<file path="src/rtl/cdb_pkg.sv">
// Shared widths, source encoding and payload layouts for the CDB arbiter.
package cdb_pkg;

    localparam int DATA_W  = 32;
    localparam int TAG_W   = 5;
    localparam int RSNUM_W = 3;

    // Tag value meaning "no destination register"; still broadcast so the RS can free its entry.
    localparam logic [TAG_W-1:0] TAG_FREE = '0;

    typedef enum logic {
        SRC_ALU = 1'b0,
        SRC_LS  = 1'b1
    } cdb_src_e;

    typedef struct packed {
        logic [TAG_W-1:0]   tag;
        logic [DATA_W-1:0]  data;
        logic [RSNUM_W-1:0] rsnum;
        logic [DATA_W-1:0]  offset;
        logic               pc_valid;
    } alu_result_t;

    typedef struct packed {
        logic [TAG_W-1:0]  tag;
        logic [DATA_W-1:0] data;
    } ls_result_t;

endpackage

</file>
<file path="src/rtl/cdb_hold_slot.sv">
// One-entry holding register: fills on accept, empties on grant, clear wins over both.
module cdb_hold_slot #(
    parameter int W = 8
) (
    input  logic         clk,
    input  logic         rst,
    input  logic         clear,
    input  logic         accept,
    input  logic         grant,
    input  logic [W-1:0] load_data,
    output logic         valid,
    output logic [W-1:0] data
);

    // Occupancy: a refill in the same edge as the grant keeps the slot full.
    // NOTE: sequential state uses non-blocking (<=) so every flop samples pre-edge values.
    always_ff @(posedge clk) begin
        if (rst || clear) begin
            valid <= 1'b0;
        end else if (accept) begin
            valid <= 1'b1;
        end else if (grant) begin
            valid <= 1'b0;
        end
    end

    // Payload capture on accept only.
    // NOTE: the payload is not reset; it is qualified by valid and never observed while empty.
    always_ff @(posedge clk) begin
        if (accept) begin
            data <= load_data;
        end
    end

endmodule

</file>
<file path="src/rtl/cdb_arbiter.sv">
// Round-robin arbiter sharing the common data bus between the ALU RS and the load/store buffer.
module cdb_arbiter
    import cdb_pkg::*;
#(
    parameter int DATA_W  = cdb_pkg::DATA_W,
    parameter int TAG_W   = cdb_pkg::TAG_W,
    parameter int RSNUM_W = cdb_pkg::RSNUM_W
) (
    input  logic               clk,
    input  logic               rst,
    input  logic               flush,

    input  logic               alu_valid,
    output logic               alu_ready,
    input  logic [TAG_W-1:0]   alu_tag,
    input  logic [DATA_W-1:0]  alu_data,
    input  logic [RSNUM_W-1:0] alu_rsnum,
    input  logic [DATA_W-1:0]  alu_offset,
    input  logic               alu_pc_valid,

    input  logic               ls_valid,
    output logic               ls_ready,
    input  logic [TAG_W-1:0]   ls_tag,
    input  logic [DATA_W-1:0]  ls_data,

    output logic               cdb_valid,
    output logic               cdb_src,
    output logic [TAG_W-1:0]   cdb_tag,
    output logic [DATA_W-1:0]  cdb_data,
    output logic [RSNUM_W-1:0] cdb_rsnum,
    output logic [DATA_W-1:0]  cdb_offset,
    output logic               cdb_pc_valid
);

    alu_result_t alu_in, alu_q;
    ls_result_t  ls_in, ls_q;
    logic        alu_full, ls_full;
    logic        grant_alu, grant_ls;
    logic        accept_alu, accept_ls;
    cdb_src_e    prio;

    // Field order of the concatenations follows the packed struct layouts.
    assign alu_in = {alu_tag, alu_data, alu_rsnum, alu_offset, alu_pc_valid};
    assign ls_in  = {ls_tag, ls_data};

    // Grant and ready depend only on registered state, so ready has no path from any input.
    assign grant_alu = alu_full && (!ls_full  || prio == SRC_ALU);
    assign grant_ls  = ls_full  && (!alu_full || prio == SRC_LS);
    assign alu_ready = !alu_full || grant_alu;
    assign ls_ready  = !ls_full  || grant_ls;

    // Anything offered during a flush cycle is dropped even if ready is high.
    assign accept_alu = alu_valid && alu_ready && !flush;
    assign accept_ls  = ls_valid  && ls_ready  && !flush;

    cdb_hold_slot #(.W($bits(alu_result_t))) u_alu_slot (
        .clk       (clk),
        .rst       (rst),
        .clear     (flush),
        .accept    (accept_alu),
        .grant     (grant_alu),
        .load_data (alu_in),
        .valid     (alu_full),
        .data      (alu_q)
    );

    cdb_hold_slot #(.W($bits(ls_result_t))) u_ls_slot (
        .clk       (clk),
        .rst       (rst),
        .clear     (flush),
        .accept    (accept_ls),
        .grant     (grant_ls),
        .load_data (ls_in),
        .valid     (ls_full),
        .data      (ls_q)
    );

    // Round-robin pointer: after any grant, favour the source that lost.
    always_ff @(posedge clk) begin
        if (rst || flush) begin
            prio <= SRC_ALU;
        end else if (grant_alu) begin
            prio <= SRC_LS;
        end else if (grant_ls) begin
            prio <= SRC_ALU;
        end
    end

    // CDB output registers: one beat per grant, all-zero when idle, flushed or in reset.
    always_ff @(posedge clk) begin
        if (rst || flush) begin
            cdb_valid    <= 1'b0;
            cdb_src      <= SRC_ALU;
            cdb_tag      <= '0;
            cdb_data     <= '0;
            cdb_rsnum    <= '0;
            cdb_offset   <= '0;
            cdb_pc_valid <= 1'b0;
        end else if (grant_alu) begin
            cdb_valid    <= 1'b1;
            cdb_src      <= SRC_ALU;
            cdb_tag      <= alu_q.tag;
            cdb_data     <= alu_q.data;
            cdb_rsnum    <= alu_q.rsnum;
            cdb_offset   <= alu_q.offset;
            cdb_pc_valid <= alu_q.pc_valid;
        end else if (grant_ls) begin
            cdb_valid    <= 1'b1;
            cdb_src      <= SRC_LS;
            cdb_tag      <= ls_q.tag;
            cdb_data     <= ls_q.data;
            cdb_rsnum    <= '0;
            cdb_offset   <= '0;
            cdb_pc_valid <= 1'b0;
        end else begin
            cdb_valid    <= 1'b0;
            cdb_src      <= SRC_ALU;
            cdb_tag      <= '0;
            cdb_data     <= '0;
            cdb_rsnum    <= '0;
            cdb_offset   <= '0;
            cdb_pc_valid <= 1'b0;
        end
    end

endmodule
</file>
<file path="config.mk">
export PLATFORM = sky130hd
export DESIGN_NAME = cdb_arbiter
export DESIGN_NICKNAME = d
export VERILOG_FILES = /design/src/rtl/cdb_pkg.sv /design/src/rtl/cdb_hold_slot.sv /design/src/rtl/cdb_arbiter.sv
export SDC_FILE = /design/constraint.sdc
export NUM_CORES = 1
export LEC_CHECK = 0
export CORE_ASPECT_RATIO = 1.75
export CORE_UTILIZATION = 48
export DETAILED_ROUTE_END_ITERATION = 6
export PLACE_DENSITY = 0.84
export SLEW_MARGIN = 10
export SYNTH_ARGS = -nofsm -noshare
export SYNTH_HDL_FRONTEND = slang
export SYNTH_HIERARCHICAL = 1
export SYNTH_SLANG_ARGS = --single-unit
</file>
<file path="constraint.sdc">
create_clock -name clk -period 6.4 [get_ports clk]
set_input_delay 1.28 -clock clk [delete_from_list [all_inputs] [get_ports clk]]
set_output_delay 1.28 -clock clk [all_outputs]
set_load 0.01 [all_outputs]
</file>
==> results of run 1 <==
==> state kept, by name, summed over array words and instances (netlist names), 3 cells and up <==
name,cells
cdb_rsnum,3
u_alu_slot/data,73
cdb_data,32
cdb_tag,5
cdb_offset,32
u_ls_slot/data,37
==> routing by layer <==
metal	global-route usage (%)	part of all wire (%)
met1	18.22	35
met2	32.34	54
met3	6.183	6.7
met4	8.707	3.5
met5	0	0
==> stage by stage <==
step	hold slack, ps	setup WS, ps	power, W
2_1_floorplan	435.5	2857	0.001380
3_3_place_gp	438.9	3166	0.001465
3_5_place_dp	439.9	3104	0.001470
4_1_cts	454.3	3542	0.002425
5_1_grt	464.2	3428	0.002485
6_report	453.7	3559	0.002407
==> worst max-delay path by stage <==
| stage | endpoint | slack, ps |
|---|---|---|
| after CTS | u_alu_slot/data[6] | 3540 |
| after detailed placement | u_alu_slot/data[67] | 3100 |
| after global placement | u_alu_slot/data[15] | 3170 |
| final | u_alu_slot/data[57] | 3560 |
| after floorplan | u_alu_slot/data[0] | 2860 |
| after global routing | u_alu_slot/data[57] | 3430 |
==> cell type report <==
cell class	instances	area share, %
clock buffer	17	5.176
clock inverter	15	1.553
multi-input combinational	92	8.494
sequential	188	59.19
tap	135	2.055
timing repair buffer	194	23.53
==> synth_stat cells, drive strengths merged <==
cell type	instances	area, µm²
buf	14	97.59
or2	1	6.260
clkbuf	2	7.510
a22o	37	324.1
and2	2	12.51
nand2b	1	6.260
dfxtp	78	1562
nor2	3	11.26
o21ai	1	5.000
nor2b	2	27.53
nand3b	1	7.510
a21oi	1	5.000
nand3	1	5.000
and3	37	236.5
and3b	2	17.52
edfxtp	110	3303
o21a	2	15.01
a21boi	1	7.510
==> power breakdown <==
group          switching (W)  internal (W)  total, W
clock               0.000453      0.000512  0.000966
combinational      0.0000376     0.0000750  0.000113
sequential        0.00000919       0.00132   0.00133
==> cells by family after synthesis <==
| group | after synthesis | share of synthesized area, % |
|---|---|---|
| AOI/OAI and AO/OA | 42 | 6.304 |
| buffers and inverters | 16 | 1.858 |
| DFF | 188 | 86.00 |
| and+or+nand+nor | 50 | 5.840 |
==> summary.txt, run 1 <==
FINISH
-------------------------------------------------------------------------------------------------
Most frequent cells in the layout .................................................. clkdlybuf4s50_1 (191), edfxtp_1 (110), dfxtp_1 (78), a22o_1 (37), and3_1 (36)
Area grow syn2layout ...............................................................       45.30%
Final Instance Area ................................................................ 0.008219 mm²
FF/Latch Area ...................................................................... 0.004865 mm²
Share of the core filled with cells ................................................       71.37%
Total area of multi-input combinational cells ......................................    698.2 µm²
Number of nets in the final layout .................................................          608
Inserted Diodes ....................................................................            0
Post-route insts no fill ...........................................................          641
Leading cell type in the layout, fill and taps excluded ............................ clkdlybuf4s50_1
Fraction of layout instances using a drive strength above 1 ........................       8.103%
Number of fillers in the final layout ..............................................          746

WORST HOLD PATH
-------------------------------------------------------------------------------------------------
Hold Path Class ....................................................................      reg2reg
Worst hold path cell count .........................................................            1
Hold endpoint ......................................................................  cdb_data[7]
Hold_sp ............................................................................ u_alu_slot/data[43]

CRITICAL PATH
-------------------------------------------------------------------------------------------------
WP buf/inv .........................................................................            1
CP Capture Type ....................................................................         flop
Crit Reg-Reg Endpoint .............................................................. u_alu_slot/data[57]
Data arrival at the endpoint of the critical path ..................................      2870 ps
Longest individual stage delay on the worst path ...................................      1060 ps
Ordered cell list for the critical path ............................................ clkdlybuf4s50_1, and3b_4
Source of the worst register-to-register timing path ............................... u_ls_slot/valid
Crit-path max FO ...................................................................           74
Worst reg-to-reg setup slack .......................................................      4540 ps
Category of the most critical setup path ...........................................       in2reg
Worst r2r path cells ...............................................................            2
Cell with the biggest individual delay on the critical path ........................      and3b_4
Worst setup path startpoint ........................................................        flush
Kind of start point of the critical path ...........................................   input port
Number of gates on the worst path with buffers counted .............................            2
Data required time at the worst endpoint ...........................................      6430 ps
Top Family by Delay on Critical Path ............................................... simple AND/OR/NAND/NOR gates

CLOCK NETWORK
-------------------------------------------------------------------------------------------------
Resized cells post-CTS .............................................................            0
Number of buffers inserted for hold repair after clock tree synthesis ..............            0
CTS tree ...........................................................................         done
CTS Buf Count ......................................................................           17
Number of post-CTS setup repair buffers ............................................            0
Clock tree root buffer cell ........................................................    clkbuf_16
Clock sink count ...................................................................          188
Maximum number of buffers from clock root to sink ..................................            2
Number of H-tree levels ............................................................            4
Clock latency at the later pin of the worst-skew pair ..............................       410 ps
Clock transition at the registers of the reported paths ............................        70 ps

DETAILED ROUTING
-------------------------------------------------------------------------------------------------
Average detailed-routed wire length per instance ...................................     16.34 µm
First DRT Iteration DRCs ...........................................................          145
Detailed-route via count ...........................................................         3127
Sum of routed wire length over all layers ..........................................     10.48 mm
Vias/cell ..........................................................................        4.878
DRC violation count after routing ..................................................           18
Detailed-routing iteration count for the pre-antenna-repair pass ...................            6
Number of nets with antenna violations after detailed routing ......................            0

POWER AND IR DROP
-------------------------------------------------------------------------------------------------
Leakage power of the design ........................................................     3.052 nW
Maximum vdd ir drop ................................................................     193.4 µV
Total power density per cell area .................................................. 292.9 mW/mm²

STA
-------------------------------------------------------------------------------------------------
Worst clock skew on the final layout ...............................................     8.720 ps
Highest attainable clock frequency .................................................   0.3520 GHz
Transition time at the pin with the least slew margin ..............................      1099 ps
Final max-slew violation count .....................................................            0
Setup repair after global routing missed its margin ................................           no
Shortest period the worst path allows ..............................................      2841 ps
Fraction of the cycle the final worst path needs ...................................       44.39%
Setup_tns ..........................................................................         0 ps
Endpoints failing hold .............................................................            0
Setup violation total in the final timing report ...................................            0
Worst slew margin relative to its limit ............................................       26.76%

GLOBAL ROUTING
-------------------------------------------------------------------------------------------------
Number of global-route vias before repair ..........................................         3227
Total congestion overflow ..........................................................            0
First-pass GRT wire length .........................................................     16.29 mm
Maximum number of pins on one net before global-route repair .......................           75
Number of antenna violations at the first check in global routing ..................            0
Aggregate global-route resource usage ..............................................       17.95%

FLOORPLAN
-------------------------------------------------------------------------------------------------
Number of placement rows ...........................................................           52
Total Die Area .....................................................................  0.01224 mm²
Starting Density ...................................................................       49.12%
Die Y ..............................................................................     145.6 µm
Core box area ......................................................................  0.01152 mm²
Io pins ............................................................................          192
Die Wd .............................................................................     84.06 µm

PLACED DESIGN
-------------------------------------------------------------------------------------------------
Port-buffer cells ..................................................................          191
Cell total after placement .........................................................          609
Weighted congestion at the end of routability-driven global placement ..............       0.7430
Cell area after placement .......................................................... 0.007666 mm²
HPWL Detailed ......................................................................     7.188 mm

RUN
-------------------------------------------------------------------------------------------------
Maximum capacitance violations .....................................................            0

LOGIC SYNTHESIS
-------------------------------------------------------------------------------------------------
Synthesized flop and latch total ...................................................          188
Sequential-to-total area share from yosys stat .....................................       86.00%
Synth Instances ....................................................................          296
Mean instance size in the synthesized netlist ......................................    19.11 µm²
Number of distinct library cell variants in the gate-level netlist after synthesis .           21
Post-synth net total ...............................................................          411
Post-synth design cell area ........................................................ 0.005657 mm²
Yosys warns ........................................................................            6

RUN STATUS
-------------------------------------------------------------------------------------------------
Result of the run .................................................................. finished, violations left
Failing checks ..................................................................... design-rule violations

Power figures use the tool's default switching activity.
==> run 2: changes to the inputs <==
--- a/config.mk
+++ b/config.mk
@@ -6,9 +6,9 @@
 export NUM_CORES = 1
 export LEC_CHECK = 0
 export CORE_ASPECT_RATIO = 1.75
-export CORE_UTILIZATION = 48
+export CORE_UTILIZATION = 40
 export DETAILED_ROUTE_END_ITERATION = 6
-export PLACE_DENSITY = 0.84
+export PLACE_DENSITY = 0.75
 export SLEW_MARGIN = 10
 export SYNTH_ARGS = -nofsm -noshare
 export SYNTH_HDL_FRONTEND = slang
==> constraint.sdc (replaced) <==
create_clock -name clk -period 2.45 [get_ports clk]
set_input_delay 0.49 -clock clk [delete_from_list [all_inputs] [get_ports clk]]
set_output_delay 0.49 -clock clk [all_outputs]
set_load 0.01 [all_outputs]
==> run 2 against run 1 <==
Compared with the run above:
- the flow now finishes without violations
- largest power group unchanged
- sequential power grew to 2.6 times the previous value
- core utilization is 11 points lower
- die area is 20% higher
- combinational power grew to 2.7 times the previous value
- cell count is 7.0% higher
- sequential share of layout area is 0.95 points lower
- first-iteration DRC count is 32% lower
- routed wire length is 6.5% higher
- power grew to 2.6 times the previous value
- clock skew is 2.4 ps higher
- critical endpoint is now ls_ready
- via count is 0.93% higher
- clock-buffer cell count stayed put
==> summary.txt, run 2 (synthesis results as in run 1) <==
RUN STATUS
------------------------------------------------------------------------------------
Result of the run .....................................................    completed   was finished, violations left

CRITICAL PATH
------------------------------------------------------------------------------------
Crit-path max FO ......................................................            6   was 74
Category of the most critical setup path ..............................      reg2out   was in2reg
Kind of start point of the critical path ..............................         flop   was input port
Top Family by Delay on Critical Path .................................. buffers and inverters   was simple AND/OR/NAND/NOR gates
CP Capture Type .......................................................   output pin   was flop
Ordered cell list for the critical path ............................... nand3b_1, clkdlybuf4s50_1   was clkdlybuf4s50_1, and3b_4
Longest individual stage delay on the worst path ......................       570 ps   was 1060 ps
Cell with the biggest individual delay on the critical path ........... clkdlybuf4s50_1   was and3b_4
WP buf/inv ............................................................            1   unchanged
Data arrival at the endpoint of the critical path .....................      1540 ps   was 2870 ps
Data required time at the worst endpoint ..............................      1960 ps   was 6430 ps

CLOCK NETWORK
------------------------------------------------------------------------------------
Number of post-CTS setup repair buffers ...............................            0   unchanged
Number of H-tree levels ...............................................            4   unchanged
Maximum number of buffers from clock root to sink .....................            2   unchanged
CTS Buf Count .........................................................           17   unchanged
CTS tree ..............................................................         done   unchanged
Number of buffers inserted for hold repair after clock tree synthesis .            0   unchanged
Clock tree root buffer cell ...........................................    clkbuf_16   unchanged
Clock latency at the later pin of the worst-skew pair .................       420 ps   was 410 ps
Clock transition at the registers of the reported paths ...............        70 ps   about the same
Clock sink count ......................................................          188   unchanged
Resized cells post-CTS ................................................            0   unchanged

FINISH
------------------------------------------------------------------------------------
Fraction of layout instances using a drive strength above 1 ...........       8.448%   was 8.103%
Leading cell type in the layout, fill and taps excluded ............... clkdlybuf4s50_1   unchanged
Number of fillers in the final layout .................................         1059   was 746
Number of nets in the final layout ....................................          611   was 608
Area grow syn2layout ..................................................       47.67%   was 45.30%
Post-route insts no fill ..............................................          686   was 641
Registers with the most flip-flops .................................... u_alu_slot/data (73), u_ls_slot/data (37)   unchanged
Most frequent cells in the layout ..................................... clkdlybuf4s50_1 (191), edfxtp_1 (110), dfxtp_1 (78), a22o_1 (37), and3_1 (36)   unchanged
Largest reg by FF count ............................................... u_alu_slot/data   unchanged
Max FFs per register ..................................................           73   unchanged
Inserted Diodes .......................................................            0   unchanged

STA
------------------------------------------------------------------------------------
Highest attainable clock frequency ....................................   0.4931 GHz
Fraction of the cycle the final worst path needs ......................       82.77%
Setup violation total in the final timing report ......................            0   unchanged
Final max-slew violation count ........................................            0   unchanged
Endpoints failing hold ................................................            0   unchanged
Transition time at the pin with the least slew margin .................     467.5 ps   was 1099 ps
Setup repair after global routing missed its margin ...................           no   unchanged
Worst clock skew on the final layout ..................................     11.08 ps   was 8.720 ps
Worst slew margin relative to its limit ...............................       68.83%   was 26.76%
Fin Hold WS ...........................................................     456.8 ps   was 453.7 ps
Setup_tns .............................................................         0 ps   unchanged
Shortest period the worst path allows .................................      2028 ps

GLOBAL ROUTING
------------------------------------------------------------------------------------
Total congestion overflow .............................................            0   unchanged
First-pass GRT wire length ............................................     17.77 mm   was 16.29 mm
Aggregate global-route resource usage .................................       16.12%   was 17.95%
Number of antenna violations at the first check in global routing .....            0   unchanged
Number of global-route vias before repair .............................         3488   was 3227
Maximum number of pins on one net before global-route repair ..........           40   was 75

FLOORPLAN
------------------------------------------------------------------------------------
Io pins ...............................................................          192   unchanged
Number of placement rows ..............................................           57   was 52
Starting Density ......................................................       40.88%   was 49.12%
Die Wd ................................................................     91.90 µm   was 84.06 µm
Total Die Area ........................................................  0.01464 mm²   was 0.01224 mm²
Core box area .........................................................  0.01384 mm²   was 0.01152 mm²
Die Y .................................................................     159.3 µm   was 145.6 µm

POWER AND IR DROP
------------------------------------------------------------------------------------
Leakage power of the design ...........................................     3.075 nW   was 3.052 nW
Total power density per cell area ..................................... 756.0 mW/mm²   was 292.9 mW/mm²
Maximum vdd ir drop ...................................................     631.8 µV   was 193.4 µV

PLACED DESIGN
------------------------------------------------------------------------------------
Port-buffer cells .....................................................          191   unchanged
Weighted congestion at the end of routability-driven global placement .       0.7238   was 0.7430
Cell total after placement ............................................          654   was 609
HPWL Detailed .........................................................     7.520 mm   was 7.188 mm

WORST HOLD PATH
------------------------------------------------------------------------------------
Hold Path Class .......................................................      reg2reg   unchanged

RUN
------------------------------------------------------------------------------------
Maximum capacitance violations ........................................            0   unchanged

DETAILED ROUTING
------------------------------------------------------------------------------------
Detailed-routing iteration count for the pre-antenna-repair pass ......            4   was 6
First DRT Iteration DRCs ..............................................           98   was 145
DRC violation count after routing .....................................            0   was 18
Number of nets with antenna violations after detailed routing .........            0   unchanged
Sum of routed wire length over all layers .............................     11.16 mm   was 10.48 mm
Average detailed-routed wire length per instance ......................     16.26 µm   was 16.34 µm
Detailed-route via count ..............................................         3156   was 3127
Vias/cell .............................................................        4.601   was 4.878

## run 2: cell types whose count changed in the layout (fill, tap and decap cells not counted), sizes merged
cell	previous run	this run
inv	9	5
clkinvlp	1	2
clkinv	5	8
buf	3	6
## run 2: cell type report
class                           instances  area [µm²]  area share, %
Tap cell                              177       221.5          2.651
Multi-Input combinational cell         92       698.2          8.358
Timing Repair Buffer                  197        2007          24.03
Clock buffer                           17       425.4          5.093
Sequential cell                       188        4865          58.24
Clock inverter                         15       136.4          1.633
## run 2: through the flow
step | total power, W | utilization [%] | worst slack (ps) | area (µm²)
global placement | 0.003841 | 56.31 | 507.4 | 7791
floorplan | 0.003602 | - | 517.4 | 5658
detailed placement | 0.003853 | 56.31 | 432.1 | 7791
global route | 0.006559 | 60.37 | 350.5 | 8353
finish | 0.006315 | 60.37 | 422.0 | 8353
CTS | 0.006392 | 60.37 | 403.1 | 8353
## run 2: worst paths after layout
path,cells after the start,start,slack (ps),end
max,2,prio,420,ls_ready
min,1,u_alu_slot/data[72],460,cdb_tag[4]
max reg2reg,3,prio,1090,u_ls_slot/data[14]
min reg2reg,1,u_alu_slot/data[72],460,cdb_tag[4]
## run 2: report_power, final
part | switching [W] | internal (W)
Sequential | 0.0000237 | 0.00344
Clock | 0.00120 | 0.00133
Combinational | 0.000102 | 0.000206
## run 2: metal layers
metal | vias up | global-route usage, % | share of wire, %
met5 | - | 0 | 0
met4 | 0 | 6.605 | 2.3
met3 | 17 | 4.585 | 6.6
met2 | 132 | 28.73 | 54
met1 | 1486 | 17.74 | 37
li1 | 1521 | - | -
